[src/rtl/tdc_readout_pkg.sv]
// Shared types and default constants for the TDC readout sequencer.
package tdc_readout_pkg;

  localparam int unsigned TDC_CODE_W     = 8;
  localparam int unsigned TDC_ACC_W      = 20;
  localparam int unsigned TDC_SETTLE_CYC = 4;
  localparam int unsigned TDC_NUM_TERMS  = 16;

  typedef enum logic [2:0] {
    StIdle,
    StClear,
    StLaunch,
    StSettle,
    StCapture,
    StDone
  } tdc_state_e;

  // $clog2 returns 0 for a count of 1; every counter needs at least one bit.
  function automatic int unsigned cnt_w(input int unsigned n);
    return (n > 1) ? $clog2(n) : 1;
  endfunction

endpackage

[src/rtl/tdc_sat_acc.sv]
// Saturating accumulator register with synchronous clear and a sticky overflow flag.
module tdc_sat_acc #(
  parameter int unsigned CODE_W = 8,
  parameter int unsigned ACC_W  = 20
) (
  input  logic              clk,
  input  logic              rst,
  input  logic              clr,
  input  logic              en,
  input  logic [CODE_W-1:0] code,
  output logic [ACC_W-1:0]  acc,
  output logic              ovf
);

  localparam logic [ACC_W-1:0] AccMax = '1;

  logic [ACC_W:0] sum;

  assign sum = {1'b0, acc} + (ACC_W + 1)'(code);

  always_ff @(posedge clk or negedge rst) begin
    if (!rst) begin
      acc <= '0;
      ovf <= 1'b0;
    end else if (clr) begin
      acc <= '0;
      ovf <= 1'b0;
    end else if (en) begin
      // Once saturated the result is pinned at full scale until the next clear.
      if (ovf || sum[ACC_W]) begin
        acc <= AccMax;
        ovf <= 1'b1;
      end else begin
        acc <= sum[ACC_W-1:0];
      end
    end
  end

endmodule

[src/rtl/tdc_readout_seq.sv]
// TDC conversion sequencer: clear, launch, settle, capture per term; sums codes into
// a saturating result presented on a valid/ready port.
module tdc_readout_seq
  import tdc_readout_pkg::*;
#(
  parameter int unsigned CODE_W     = TDC_CODE_W,
  parameter int unsigned ACC_W      = TDC_ACC_W,
  parameter int unsigned SETTLE_CYC = TDC_SETTLE_CYC,
  parameter int unsigned NUM_TERMS  = TDC_NUM_TERMS
) (
  input  logic              clk,
  input  logic              rst,
  input  logic              start,
  input  logic [CODE_W-1:0] code_i,
  output logic              tdc_rst_n,
  output logic              conv_go,
  output logic              busy,
  output logic [ACC_W-1:0]  acc_o,
  output logic              acc_valid,
  input  logic              acc_ready,
  output logic              ovf
);

  localparam int unsigned SW = cnt_w(SETTLE_CYC);
  localparam int unsigned TW = cnt_w(NUM_TERMS);
  localparam logic [SW-1:0] SettleLast = SW'(SETTLE_CYC - 1);
  localparam logic [TW-1:0] TermLast   = TW'(NUM_TERMS - 1);

  tdc_state_e    state_q;
  logic [SW-1:0] settle_q;
  logic [TW-1:0] term_q;
  logic          acc_clr;
  logic          acc_en;

  assign acc_clr = (state_q == StIdle) && start;
  assign acc_en  = (state_q == StCapture);

  // Outputs are loaded on the transition into the state that owns them.
  always_ff @(posedge clk or negedge rst) begin
    if (!rst) begin
      state_q   <= StIdle;
      settle_q  <= '0;
      term_q    <= '0;
      tdc_rst_n <= 1'b1;
      conv_go   <= 1'b0;
      busy      <= 1'b0;
      acc_valid <= 1'b0;
    end else begin
      unique case (state_q)
        StIdle: begin
          if (start) begin
            state_q   <= StClear;
            term_q    <= '0;
            tdc_rst_n <= 1'b0;
            busy      <= 1'b1;
          end
        end
        StClear: begin
          state_q   <= StLaunch;
          tdc_rst_n <= 1'b1;
          conv_go   <= 1'b1;
        end
        StLaunch: begin
          state_q  <= StSettle;
          conv_go  <= 1'b0;
          settle_q <= '0;
        end
        StSettle: begin
          if (settle_q == SettleLast) begin
            state_q <= StCapture;
          end else begin
            settle_q <= settle_q + 1'b1;
          end
        end
        StCapture: begin
          if (term_q == TermLast) begin
            state_q   <= StDone;
            acc_valid <= 1'b1;
          end else begin
            state_q   <= StClear;
            term_q    <= term_q + 1'b1;
            tdc_rst_n <= 1'b0;
          end
        end
        StDone: begin
          if (acc_ready) begin
            state_q   <= StIdle;
            acc_valid <= 1'b0;
            busy      <= 1'b0;
          end
        end
        default: begin
          state_q <= StIdle;
        end
      endcase
    end
  end

  tdc_sat_acc #(
    .CODE_W (CODE_W),
    .ACC_W  (ACC_W)
  ) u_sat_acc (
    .clk  (clk),
    .rst  (rst),
    .clr  (acc_clr),
    .en   (acc_en),
    .code (code_i),
    .acc  (acc_o),
    .ovf  (ovf)
  );

endmodule

[config.mk]
export PLATFORM = sky130hd
export DESIGN_NAME = tdc_readout_seq
export DESIGN_NICKNAME = d
export VERILOG_FILES = /design/src/rtl/tdc_readout_pkg.sv /design/src/rtl/tdc_sat_acc.sv /design/src/rtl/tdc_readout_seq.sv
export SDC_FILE = /design/constraint.sdc
export NUM_CORES = 1
export LEC_CHECK = 0
export BUFFER_PORTS_ARGS = -buffer_cell sky130_fd_sc_hd__buf_2
export CORE_ASPECT_RATIO = 1.2
export CORE_MARGIN = 5
export CORE_UTILIZATION = 40
export DETAILED_ROUTE_END_ITERATION = 10
export HOLD_SLACK_MARGIN = 0.03
export SLEW_MARGIN = 10
export SYNTH_ARGS = -nofsm -noshare
export SYNTH_HDL_FRONTEND = slang
export SYNTH_SLANG_ARGS = --single-unit
export TNS_END_PERCENT = 30
[constraint.sdc]
create_clock -name clk -period 2.3 [get_ports clk]
set_clock_uncertainty 0.05 [all_clocks]
set_input_delay 0.345 -clock clk [delete_from_list [all_inputs] [get_ports clk]]
set_output_delay 0.345 -clock clk [all_outputs]
set_load 0.05 [all_outputs]
==> flow_results.org, run 1 <==
** Outcome
- The run finished with clean final reports.

** Synth
- Counting flops with an async set or reset pin after synthesis yields a share of 100%.
- After synthesis the netlist holds a flip-flop and latch count of 34.
- Yosys mapped a number of flops with a built-in enable equal to 0.
- Post-Synthesis Cell Area :: 2180 um^2
- Sequential cells were found to cover 39.2% of the synthesized design area.
- Average instance area after synthesis :: 9.18 um^2
- In the synthesized netlist the dominant register cell turns out to be sky130_fd_sc_hd__dfrtp_1.
- In this run, distinct cell masters in the synthesized netlist total 54.
- Mapped Nets :: 260
- Yosys warnings :: 0
- Synthesized instance count :: 237

** Setup path
- STA classifies the critical path startpoint as a flop.
- The critical path is of the reg2reg type.
- Along the worst path, the maximum fanout reaches 3.
- The endpoint identified for the worst register-to-register timing path is u_sat_acc.acc[9].
- In this run the worst setup path begins at u_sat_acc.acc[0].
- Critical path data arrival time :: 2430 ps
- Counting cells, the worst reg-to-reg path comes to 7.
- Endpoint of the most critical setup path :: u_sat_acc.acc[9]
- Launch instance of the worst register-to-register path :: u_sat_acc.acc[0]
- Category of the worst setup path capture point :: flop
- Data required time at the worst endpoint :: 2430 ps
- R2R setup slack :: 2 ps

** Global route
- For met1 alone, demand over resource in global routing was 23.0%.
- Global routing consumed, over all layers together, 17.3% of the routing resources.
- Routing usage on met2 :: 27.7%
- The number of global-route vias before repair is 2,061.
- For met3 alone, demand over resource in global routing was 3.89%.
- For this run the aggregate overflow at the end of global routing stands at 0.
- The number of antenna violations at the first check in global routing came to 0.
- Entering global routing, the biggest net connects 35 pins.
- Busiest grt layer :: met2
- The first global-routing pass estimated 9950 um of wire.

** Placement
- After detailed placement, the total cell area comes to 2590 um^2.
- Placed Cells :: 349
- The wire-length estimate of the detail-placed layout is 4350 um.
- Port-buffer cells :: 36
- The congestion estimate from routability-driven global placement came to 0.883.

** Routing
- Iter 0 DRT Violations :: 121
- Vias :: 2,131
- Residual antenna-violating net count after detailed routing :: 0
- The routed design has 6010 um of wire.
- Via/cell ratio :: 5.90
- Number of optimization iterations in the first detailed-route pass :: 4
- Dividing the detail-routed wire length by the instance count gives 16.6 um.
- Post-route DRC violation count :: 0

** Clock tree
- The later pin in the worst-skew pair is clocked with a latency of 290 ps.
- The tree built by TritonCTS fans out to 34 sinks.
- Maximum buffer depth of the clock tree :: 2
- Buffer type at the clock tree root :: sky130_fd_sc_hd__clkbuf_8
- Number of CTS-inserted buffers :: 5
- Total number of H-tree levels :: 2
- After clock tree synthesis, the clock-pin slew on the worst setup and hold paths is 70 ps.
- Clock tree from TritonCTS :: yes

** Finish
- Growth of design area from synthesis to finish :: 28.3%
- The post-route netlist has 35.5% of its cells at a drive strength greater than 1.
- Sequential cell area :: 856 um^2
- Area of the multi-input gates :: 1360 um^2
- The repair_antennas step left the layout with diodes totalling 0.
- Count of nets after finishing :: 321
- The finished layout holds 361 standard cells, fillers aside.
- The filler cells instantiated in the layout total 514.
- Post-route standard cell area excluding fillers :: 2790 um^2

** STA
- Slew margin rel. :: 45.7%
- Setup repair after global routing could not meet its margin everywhere.
- Derived from the worst setup path, the maximum achievable clock frequency is 435 MHz.
- Final worst-path cycle share :: 99.9%
- Slew at the pin with the worst max-slew slack :: 815 ps
- Final hold viol count :: 0
- Setup violations remaining at the end of the flow were counted as 0.
- Time the worst path needs with I/O delays and setup :: 2300 ps
- Max Slew Vio Count :: 0

** Die
- Floorplan Core Area :: 5300 um^2
- Starting density of the core :: 41.1%
- Die width :: 77.3 um
- Pin placement for this block handled 37 I/O pins.
- The die covers 7020 um^2.
- Standard-cell rows :: 29
- Die extent in y :: 90.8 um

** Pwr
- Leakage :: 1.30 nW
- Highest ir drop seen on vdd :: 0.559 mV
- In this run the power density over the cells is 1070 nW/um^2.

** Worst hold path
- The worst hold path belongs to the class in2async.

** Job
- Across the run, the number of max-cap violations was 0.
==> per-layer routing <==
metal  wire (um)  vias up
met2        2880       64
li1            -     1029
met5           0        -
met4          72        0
met1        2760     1032
met3         301        6
==> power by group <==
part           internal (mW)  switching (mW)
Sequential             0.764           0.151
Clock                  0.242           0.223
Combinational          0.637           0.960
Total                   1.64            1.33
==> layout make-up <==
| cell class | instances | share of cell area, % |
|---|---|---|
| multi-input combinational | 188 | 48.5 |
| sequential | 34 | 30.6 |
| timing repair buffer | 64 | 14.1 |
| clock buffer | 7 | 3.09 |
| tap | 62 | 2.78 |
| inverter | 5 | 0.672 |
| clock inverter | 1 | 0.179 |
==> layout by cell type (no fill, tap or decap), types with 2 or more instances in the layout <==
cell type / instances
sky130_fd_sc_hd__o21ai_0: 17
sky130_fd_sc_hd__buf_2: 36
sky130_fd_sc_hd__xor2_1: 2
sky130_fd_sc_hd__buf_4: 27
sky130_fd_sc_hd__a311oi_1: 2
sky130_fd_sc_hd__and3_1: 8
sky130_fd_sc_hd__a31oi_1: 5
sky130_fd_sc_hd__or3_1: 2
sky130_fd_sc_hd__o21ba_2: 2
sky130_fd_sc_hd__a31o_2: 2
sky130_fd_sc_hd__nand2_1: 12
sky130_fd_sc_hd__nand4_1: 3
sky130_fd_sc_hd__ha_4: 3
sky130_fd_sc_hd__clkbuf_8: 6
sky130_fd_sc_hd__a21oi_1: 34
sky130_fd_sc_hd__nor3_1: 3
sky130_fd_sc_hd__o31ai_1: 3
sky130_fd_sc_hd__o21ai_1: 2
sky130_fd_sc_hd__o211a_1: 2
sky130_fd_sc_hd__nand3_1: 10
sky130_fd_sc_hd__dfrtp_1: 30
sky130_fd_sc_hd__inv_1: 4
sky130_fd_sc_hd__dfrtp_2: 3
sky130_fd_sc_hd__o211ai_1: 4
sky130_fd_sc_hd__nor2_1: 16
sky130_fd_sc_hd__a22o_1: 3
sky130_fd_sc_hd__ha_1: 6
sky130_fd_sc_hd__a21o_1: 2
sky130_fd_sc_hd__xnor2_1: 4
sky130_fd_sc_hd__or3_2: 2
sky130_fd_sc_hd__or2_2: 3
sky130_fd_sc_hd__a211oi_1: 6
==> state kept, by name, summed over array words and instances, names as in the netlist <==
signal         count
term_q             4
settle_q           2
acc_valid          1
busy               1
state_q            3
conv_go            1
tdc_rst_n          1
u_sat_acc.ovf      1
u_sat_acc.acc     20
==> Yosys cell counts (3+ instances only) <==
cell type	count	area, um^2
sky130_fd_sc_hd__inv_1	4	15.0
sky130_fd_sc_hd__o21ai_0	17	85.1
sky130_fd_sc_hd__nor3_1	3	15.0
sky130_fd_sc_hd__ha_1	10	125
sky130_fd_sc_hd__a31oi_1	6	37.5
sky130_fd_sc_hd__a211oi_1	8	60.1
sky130_fd_sc_hd__a22o_1	3	26.3
sky130_fd_sc_hd__o211ai_1	4	30.0
sky130_fd_sc_hd__nand3_1	10	50.1
sky130_fd_sc_hd__nor2_1	16	60.1
sky130_fd_sc_hd__or2_2	3	18.8
sky130_fd_sc_hd__a21oi_1	35	175
sky130_fd_sc_hd__nand2_1	12	45.0
sky130_fd_sc_hd__xnor2_1	4	35.0
sky130_fd_sc_hd__nand4_1	3	18.8
sky130_fd_sc_hd__dfrtp_1	33	826
sky130_fd_sc_hd__clkbuf_1	6	22.5
sky130_fd_sc_hd__o31ai_1	4	30.0
sky130_fd_sc_hd__and3_1	8	50.1
sky130_fd_sc_hd__o211a_1	3	30.0
==> worst max-delay path: stages, from the launching register on <==
cell,delay (ps)
sky130_fd_sc_hd__dfrtp_2,430
sky130_fd_sc_hd__ha_4,170
sky130_fd_sc_hd__fa_2,410
sky130_fd_sc_hd__a211oi_4,300
sky130_fd_sc_hd__o211a_4,220
sky130_fd_sc_hd__nor4_4,60
sky130_fd_sc_hd__or4_1,410
sky130_fd_sc_hd__o211a_1,140
==> kinds of logic (layout without fill, tap and decap cells) <==
logic type | after synthesis | after routing | synth area share [%]
buffers and inverters | 15 | 77 | 3.97
xor gates and xnor gates | 6 | 6 | 2.42
and+or+nand+nor | 71 | 71 | 18.3
AOI/OAI and AO/OA | 98 | 98 | 28.5
muxes | 2 | 2 | 0.978
adders and majority gates | 11 | 11 | 6.67
DFF | 34 | 34 | 39.2
==> timing repair <==
item,CTS,global route
setup endpoints to repair,0,16
gates resized for setup,0,16
buffers inserted,0,4
hold buffers,0,0
==> worst min-delay path by stage <==
stage / from / to / cells after the start
2_1_floorplan: rst / acc_valid / 0
5_1_grt: rst / u_sat_acc.acc[19] / 1
3_3_place_gp: rst / u_sat_acc.acc[13] / 1
6_report: rst / u_sat_acc.acc[19] / 1
3_5_place_dp: rst / u_sat_acc.acc[13] / 1
4_1_cts: rst / u_sat_acc.acc[19] / 1
==> per-stage QoR <==
stage	util [%]	hold slack, ps	setup WS [ps]	power (mW)	setup TNS, ps
floorplan	-	-0.591	-51.0	1.98	-101
global placement	48.8	430	10.0	2.35	0
detailed placement	48.8	439	4.64	2.37	0
CTS	50.5	122	29.7	2.85	0
global route	52.7	160	-102	3.19	-832
finish	52.7	97.1	2.28	2.98	0
No activity file was read; power rests on OpenSTA's default activity.
==> run 2, diff against run 1 <==
PLACE_DENSITY = 0.59   (was not set)
==> run 2 against run 1 <==
Effect of this change:
- register-to-register slack improved by 30 ps
- clock power up 25%
- sequential cell count did not move
- setup slack gained 25 ps
- sequential power fell by 1%
- first-iteration DRC count decreased by 5.8%
- clock-buffer cell count unchanged
- cell area is 1.7% lower
- cell count decreased by 1.4%
- critical path type unchanged
- highest routed layer unchanged
==> flow_results.org, run 2 (synthesis results as in run 1) <==
** Finish
- In the layout the commonest cells are sky130_fd_sc_hd__buf_2 (36), sky130_fd_sc_hd__a21oi_1 (35), sky130_fd_sc_hd__dfrtp_1 (30).
- Counting flops per register, the top entry is u_sat_acc.acc.
- Growth of design area from synthesis to finish :: 26.2%
- The share of cells above drive strength 1 came to 32.7% (-2.8 points).
- Number of standard cells in the final layout excluding fillers :: 356 (-1.4%)
- Commonest non-fill, non-tap cell in the layout :: sky130_fd_sc_hd__buf_2
- The fill cell total of the finished layout was 499 (-2.9%).
- Top Registers :: u_sat_acc.acc x20, term_q x4, state_q x3
- Count of nets after finishing :: 316 (-1.6%)
- The antenna diode count was 0 (unchanged).
- Flip-flop count of the largest register, all copies and words added :: 20 (unchanged)

** STA
- The worst hold margin came to 84.7 ps (-12.5 ps).
- The post-layout minimum cycle time is 2270 ps (-25.5 ps).
- Final hold viol count :: 0 (unchanged)
- Slew margin rel. :: 47.4% (+1.8 points)
- Least setup slack across all paths after layout :: 27.8 ps (+25.5 ps)
- Max Slew Vio Count :: 0 (unchanged)
- The maximum operating frequency was 440 MHz (+1.1%).
- The number of setup violations in the final report is 0 (unchanged).
- Setup tns final :: 0 ps (unchanged)
- Setup repair after global routing could not meet its margin everywhere.
- Slew at the pin with the worst max-slew slack :: 788 ps (-26.7 ps)
- The final clock period utilization by the worst path was 98.8% (-1.1 points).

** Setup path
- In this run the worst setup path begins at u_sat_acc.acc[0].
- R2r endpoint :: u_sat_acc.acc[11]
- The number of cells on the worst reg-to-reg path was 7 (unchanged).
- The data required time of the worst path is 2420 ps (about the same).
- Category of the worst setup path capture point :: flop
- The worst register-to-register path begins at u_sat_acc.acc[0].
- The maximum fanout along the worst path is 6 (+3).
- Critical path data arrival time :: 2400 ps (-30 ps)
- Nature of the critical path startpoint :: flop
- Start-to-end type of the worst setup path :: reg2reg
- Following the worst setup path forward leads to its endpoint at u_sat_acc.acc[11].
- R2R setup slack :: 30 ps (+30 ps)

** Clock tree
- TritonCTS built the clock tree.
- Total number of H-tree levels :: 2 (unchanged)
- Buffer type at the clock tree root :: sky130_fd_sc_hd__clkbuf_8
- Hold buffer count at CTS :: 0 (unchanged)
- Maximum buffer depth of the clock tree :: 2 (unchanged)
- Sink Count :: 34 (unchanged)
- Number of CTS-inserted buffers :: 5 (unchanged)
- Later-pin clock latency in the skew report :: 290 ps (about the same)
- The clock edge transition at the registers on the reported setup and hold paths was 70 ps (about the same).

** Pwr
- The largest voltage drop on the vdd net is 0.752 mV (+34%).
- Power after layout :: 3.05 mW (+2.3%)
- The power per cell area is 1110 nW/um^2 (+4.1%).
- Leakage :: 1.27 nW (-2.3%)

** Worst hold path
- The worst hold path belongs to the class in2async.

** Placement
- Post-DP HPWL :: 4340 um (-0.19%)
- The post-place setup slack is -10.6 ps (-15.2 ps).
- Port-buffer cells :: 36 (unchanged)
- Routability-driven placement congestion ratio :: 0.856 (-3.0%)
- Placed Cells :: 346 (-0.86%)

** Die
- The number of rows created at floorplan was 29 (unchanged).
- The width of the die was 77.3 um (unchanged).
- The overall die area was 7020 um^2 (unchanged).
- The die height was 90.8 um (unchanged).
- The initial standard-cell utilization of the core came to 41.1% (unchanged).
- The core box area is 5300 um^2 (unchanged).
- Io pins :: 37 (unchanged)

** Global route
- The aggregate global-route resource usage was 17.5% (+0.25 points).
- The maximum number of pins on one net before global-route repair is 35 (unchanged).
- Total gr overflow :: 0 (unchanged)
- The wire length of the first global-routing pass is 10,200 um (+2.4%).
- Number of antenna violations at the first check in global routing :: 0 (unchanged)
- Vias in the first global route :: 2,111 (+2.4%)

** Routing
- Post-route DRC violation count :: 0 (unchanged)
- Mean routed wirelength per cell :: 16.8 um (+1.2%)
- Vias :: 2,089 (-2.0%)
- Via/cell ratio :: 5.87 (-0.59%)
- Iter 0 DRT Violations :: 114 (-5.8%)
- The routed wire length was 6000 um (-0.22%).
- The number of nets still failing antenna checks after routing is 0 (unchanged).
- The number of iterations in the first detailed-routing pass came to 4 (unchanged).

** Job
- Number of maximum-capacitance violations :: 0 (unchanged)

** Outcome
- The run finished with clean final reports.
==> run 2: worst min path at each step <==
stage                        endpoint  from  cells past startpoint
finish              u_sat_acc.acc[13]   rst                      1
global route        u_sat_acc.acc[15]   rst                      1
CTS                  u_sat_acc.acc[2]   rst                      1
detailed placement  u_sat_acc.acc[15]   rst                      1
global placement    u_sat_acc.acc[14]   rst                      1
floorplan                   acc_valid   rst                      0
==> run 2: cell type report <==
class,instances,area (um^2),area share (%)
clock inverters,1,30.0,1.09
repair buffers,59,353,12.8
well taps,62,77.6,2.82
inverters,5,18.8,0.683
flip-flops and latches,34,856,31.2
clock buffers,7,86.3,3.14
multi-input cells,188,1330,48.2
==> run 2: per-stage QoR <==
stage / cell area (um^2) / util, %
after floorplan: 2210 / -
after global placement: 2560 / 48.4
after detailed placement: 2560 / 48.4
after CTS: 2680 / 50.6
after global routing: 2750 / 51.8
final: 2750 / 51.8
==> run 2: report_power, final <==
part / internal (mW) / switching, mW
logic: 0.609 / 0.949
registers: 0.764 / 0.142
clock network: 0.354 / 0.229
total: 1.73 / 1.32
==> run 2: what timing repair did <==
item / in CTS / in global routing
buffers inserted: 0 / 2
endpoints found under the setup margin: 0 / 12
resized for setup: 0 / 9
==> run 2: metal layers <==
layer,track usage [%],part of all wire (%),vias up
li1,-,-,1022
met1,22.2,43,1002
met2,29.3,51,50
met3,3.29,3.8,15
met4,6.45,2.6,0
met5,0,0,-
==> run 2: worst max-delay path, stage by stage (launching register included) <==
cell and delay, ps:
sky130_fd_sc_hd__dfrtp_2 430, sky130_fd_sc_hd__ha_4 170, sky130_fd_sc_hd__fa_2 380, sky130_fd_sc_hd__a211oi_4 280, sky130_fd_sc_hd__o211ai_1 240, sky130_fd_sc_hd__a31oi_2 280, sky130_fd_sc_hd__a21oi_1 110, sky130_fd_sc_hd__o211a_1 220
==> run 3, diff against run 2 <==
--- a/config.mk
+++ b/config.mk
@@ -7,5 +7,5 @@
 export LEC_CHECK = 0
 export BUFFER_PORTS_ARGS = -buffer_cell sky130_fd_sc_hd__buf_2
-export CORE_ASPECT_RATIO = 1.2
+export CORE_ASPECT_RATIO = 2
 export CORE_MARGIN = 5
 export CORE_UTILIZATION = 40
==> constraint.sdc (replaced) <==
create_clock -name clk -period 2.3 [get_ports clk]
set_clock_uncertainty 0.05 [all_clocks]
set_input_delay 0.46 -clock clk [delete_from_list [all_inputs] [get_ports clk]]
set_output_delay 0.46 -clock clk [all_outputs]
set_load 0.05 [all_outputs]
==> run 3 against run 2 <==
Effect of this change:
- cell count rose by 1.4%
- sequential cell count did not move
- combinational power barely moved
- critical path depth is the same
- register-to-register slack better by 30 ps
- wire length rose by 5.1%
- critical path type unchanged
- critical endpoint is now u_sat_acc.acc[9]
- highest routed layer unchanged
==> flow_results.org, run 3 (synthesis results as in run 1) <==
** Outcome
- The run finished with clean final reports.

** STA
- Slew margin rel. :: 47.7% (+0.26 points)
- Final hold viol count :: 0 (unchanged)
- Time the worst path needs with I/O delays and setup :: 2240 ps (-31.5 ps)
- The number of setup violations in the final report is 0 (unchanged).
- The slew of the pin with the lowest slew margin was 784 ps (-3.85 ps).
- The total count of max-transition violations in the final report came to 0 (unchanged).
- The maximum operating frequency is 446 MHz (+1.4%).
- Final worst-path cycle share :: 97.4% (-1.4 points)
- Worst hold margin :: 191 ps (+106 ps)
- Unrepaired setup endpoints after global routing :: yes

** Finish
- FILL cells :: 547 (+9.6%)
- Commonest non-fill, non-tap cell in the layout :: sky130_fd_sc_hd__buf_2
- Utilization after layout :: 50.7% (-1.1 points)
- Flip-flop count of the largest register, all copies and words added :: 20 (unchanged)
- Counting flops per register, the top entry is u_sat_acc.acc.
- The area used by sequential logic in the layout came to 856 um^2 (unchanged).
- Layout cells sized above 1 :: 33.2% (+0.57 points)
- The area of the multi-input gates is 1280 um^2 (-3.6%).
- Count of nets after finishing :: 323 (+2.2%)
- The antenna diode count is 0 (unchanged).
- Top Registers :: u_sat_acc.acc x20, term_q x4, state_q x3
- The library cells used most frequently in the layout, excluding fill and tap cells, are sky130_fd_sc_hd__buf_2 (36), sky130_fd_sc_hd__a21oi_1 (35), sky130_fd_sc_hd__dfrtp_1 (30), sky130_fd_sc_hd__buf_4 (30), sky130_fd_sc_hd__o21ai_0 (17).
- Growth of design area from synthesis to finish :: 25.2%

** Global route
- Vias in the first global route :: 2,221 (+5.2%)
- Number of antenna violations at the first check in global routing :: 0 (unchanged)
- The wire length of the first global-routing pass came to 10,300 um (+1.3%).
- The aggregate global-route resource usage came to 18.4% (+0.84 points).
- Total gr overflow :: 0 (unchanged)
- Largest net degree at the start of global routing :: 35 (unchanged)

** Routing
- Total wire length after detailed routing :: 6300 um (+5.1%)
- Residual antenna-violating net count after detailed routing :: 0 (unchanged)
- Number of optimization iterations in the first detailed-route pass :: 6 (+2)
- Post-route DRC violation count :: 0 (unchanged)
- The DRC violation total after the first TritonRoute iteration is 86 (-25%).
- The post-detailed-route wirelength per cell was 17.5 um (+3.7%).
- The detailed-route vias per instance came to 5.91 (+0.69%).
- Vias :: 2,133 (+2.1%)

** Job
- The max-cap check violation count is 0 (unchanged).

** Clock tree
- CTS clk-pin slew, worst paths :: 70 ps (about the same)
- Later-pin clock latency in the skew report :: 290 ps (about the same)
- Total number of H-tree levels :: 2 (unchanged)
- Maximum buffer depth of the clock tree :: 2 (unchanged)
- Resized Gates After CTS :: 0 (unchanged)
- Number of CTS-inserted buffers :: 5 (unchanged)
- Count of buffers added by post-CTS timing repair for setup :: 0 (unchanged)
- Clock tree from TritonCTS :: yes
- Buffer type at the clock tree root :: sky130_fd_sc_hd__clkbuf_8
- Hold buffer count at CTS :: 0 (unchanged)
- Sink Count :: 34 (unchanged)

** Pwr
- The power per cell area came to 1090 nW/um^2 (-2.0%).
- Leakage :: 1.27 nW (+0.39%)
- The total power was 2.96 mW (-2.8%).
- The largest voltage drop on the vdd net was 0.739 mV (-1.7%).

** Setup path
- Nature of the critical path startpoint :: flop
- Category of the worst setup path capture point :: flop
- Start-to-end type of the worst setup path :: reg2reg
- Largest fanout of any net on the critical path :: 4 (-2)
- The data arrival at the endpoint of the critical path came to 2380 ps (-20 ps).
- The data required time of the worst path is 2440 ps (+20 ps).

** Die
- The I/O pin count is 37 (unchanged).
- The die height came to 114 um (+26%).
- The initial standard-cell utilization of the core is 40.5% (-0.57 points).
- Floorplan Core Area :: 5370 um^2 (+1.4%)
- Standard-cell rows :: 38 (+31%)
- The overall die area came to 7100 um^2 (+1.2%).
- Die width :: 62.2 um (-20%)

** Placement
- The count of input and output buffers came to 36 (unchanged).
- The post-DP HPWL is 4770 um (+9.8%).
- Routability-driven placement congestion ratio :: 0.966 (+13%)

** Worst hold path
- Min-delay worst type :: in2async
## run 3: cell count changes in the layout (fill, tap and decap cells not counted), sizes merged
| cell | delta |
|---|---|
| bufinv | -1 |
| clkinv | +1 |
| buf | +7 |
## run 3: area by class of cell
| class | instances | area share (%) |
|---|---|---|
| Multi-Input combinational cell | 188 | 46.9 |
| Inverter | 5 | 0.689 |
| Sequential cell | 34 | 31.4 |
| Timing Repair Buffer | 66 | 14.9 |
| Tap cell | 60 | 2.76 |
| Clock inverter | 1 | 0.184 |
| Clock buffer | 7 | 3.17 |
## run 3: critical path, stage by stage (launching register included)
cell and delay (ps):
sky130_fd_sc_hd__dfrtp_2 440, sky130_fd_sc_hd__ha_4 170, sky130_fd_sc_hd__fa_2 340, sky130_fd_sc_hd__a211oi_2 250, sky130_fd_sc_hd__o211a_1 250, sky130_fd_sc_hd__nor4_2 80
sky130_fd_sc_hd__or4_1 410, sky130_fd_sc_hd__o211a_1 140
## run 3: final timing paths
kind / startpoint / endpoint / slack [ps] / cells past startpoint
max: u_sat_acc.acc[0] / u_sat_acc.acc[9] / 60 / 7
min: rst / acc_valid / 190 / 1
max reg2reg: u_sat_acc.acc[0] / u_sat_acc.acc[9] / 60 / 7
min reg2reg: tdc_rst_n / tdc_rst_n / 440 / 2
max in group asynchronous: rst / u_sat_acc.acc[6] / 1460 / 1
min in group clk: tdc_rst_n / tdc_rst_n / 440 / 2
## run 3: per-stage QoR
step                TNS (ps)  worst slack (ps)  std cells  instance area [um^2]
finish                     0              59.3        361                  2720
global route            -288             -67.1        361                  2720
detailed placement      -581             -98.3        353                  2630
CTS                        0              26.3        361                  2720
floorplan               -101             -51.0        237                  2210
global placement        -624             -82.4        353                  2630
## run 3: layer usage
layer	vias to the layer above	share of wire (%)	GRT usage [%]
met1	1017	37	18.0
met5	-	0	0
met3	23	3.8	3.05
li1	1027	-	-
met2	66	55	34.5
met4	0	4.6	11.7
## run 3: power by group
group	internal, mW	total [mW]	leakage [nW]	switching, mW
registers	0.764	0.905	0.434	0.141
logic	0.638	1.58	0.792	0.946
clock network	0.242	0.474	0.0482	0.232
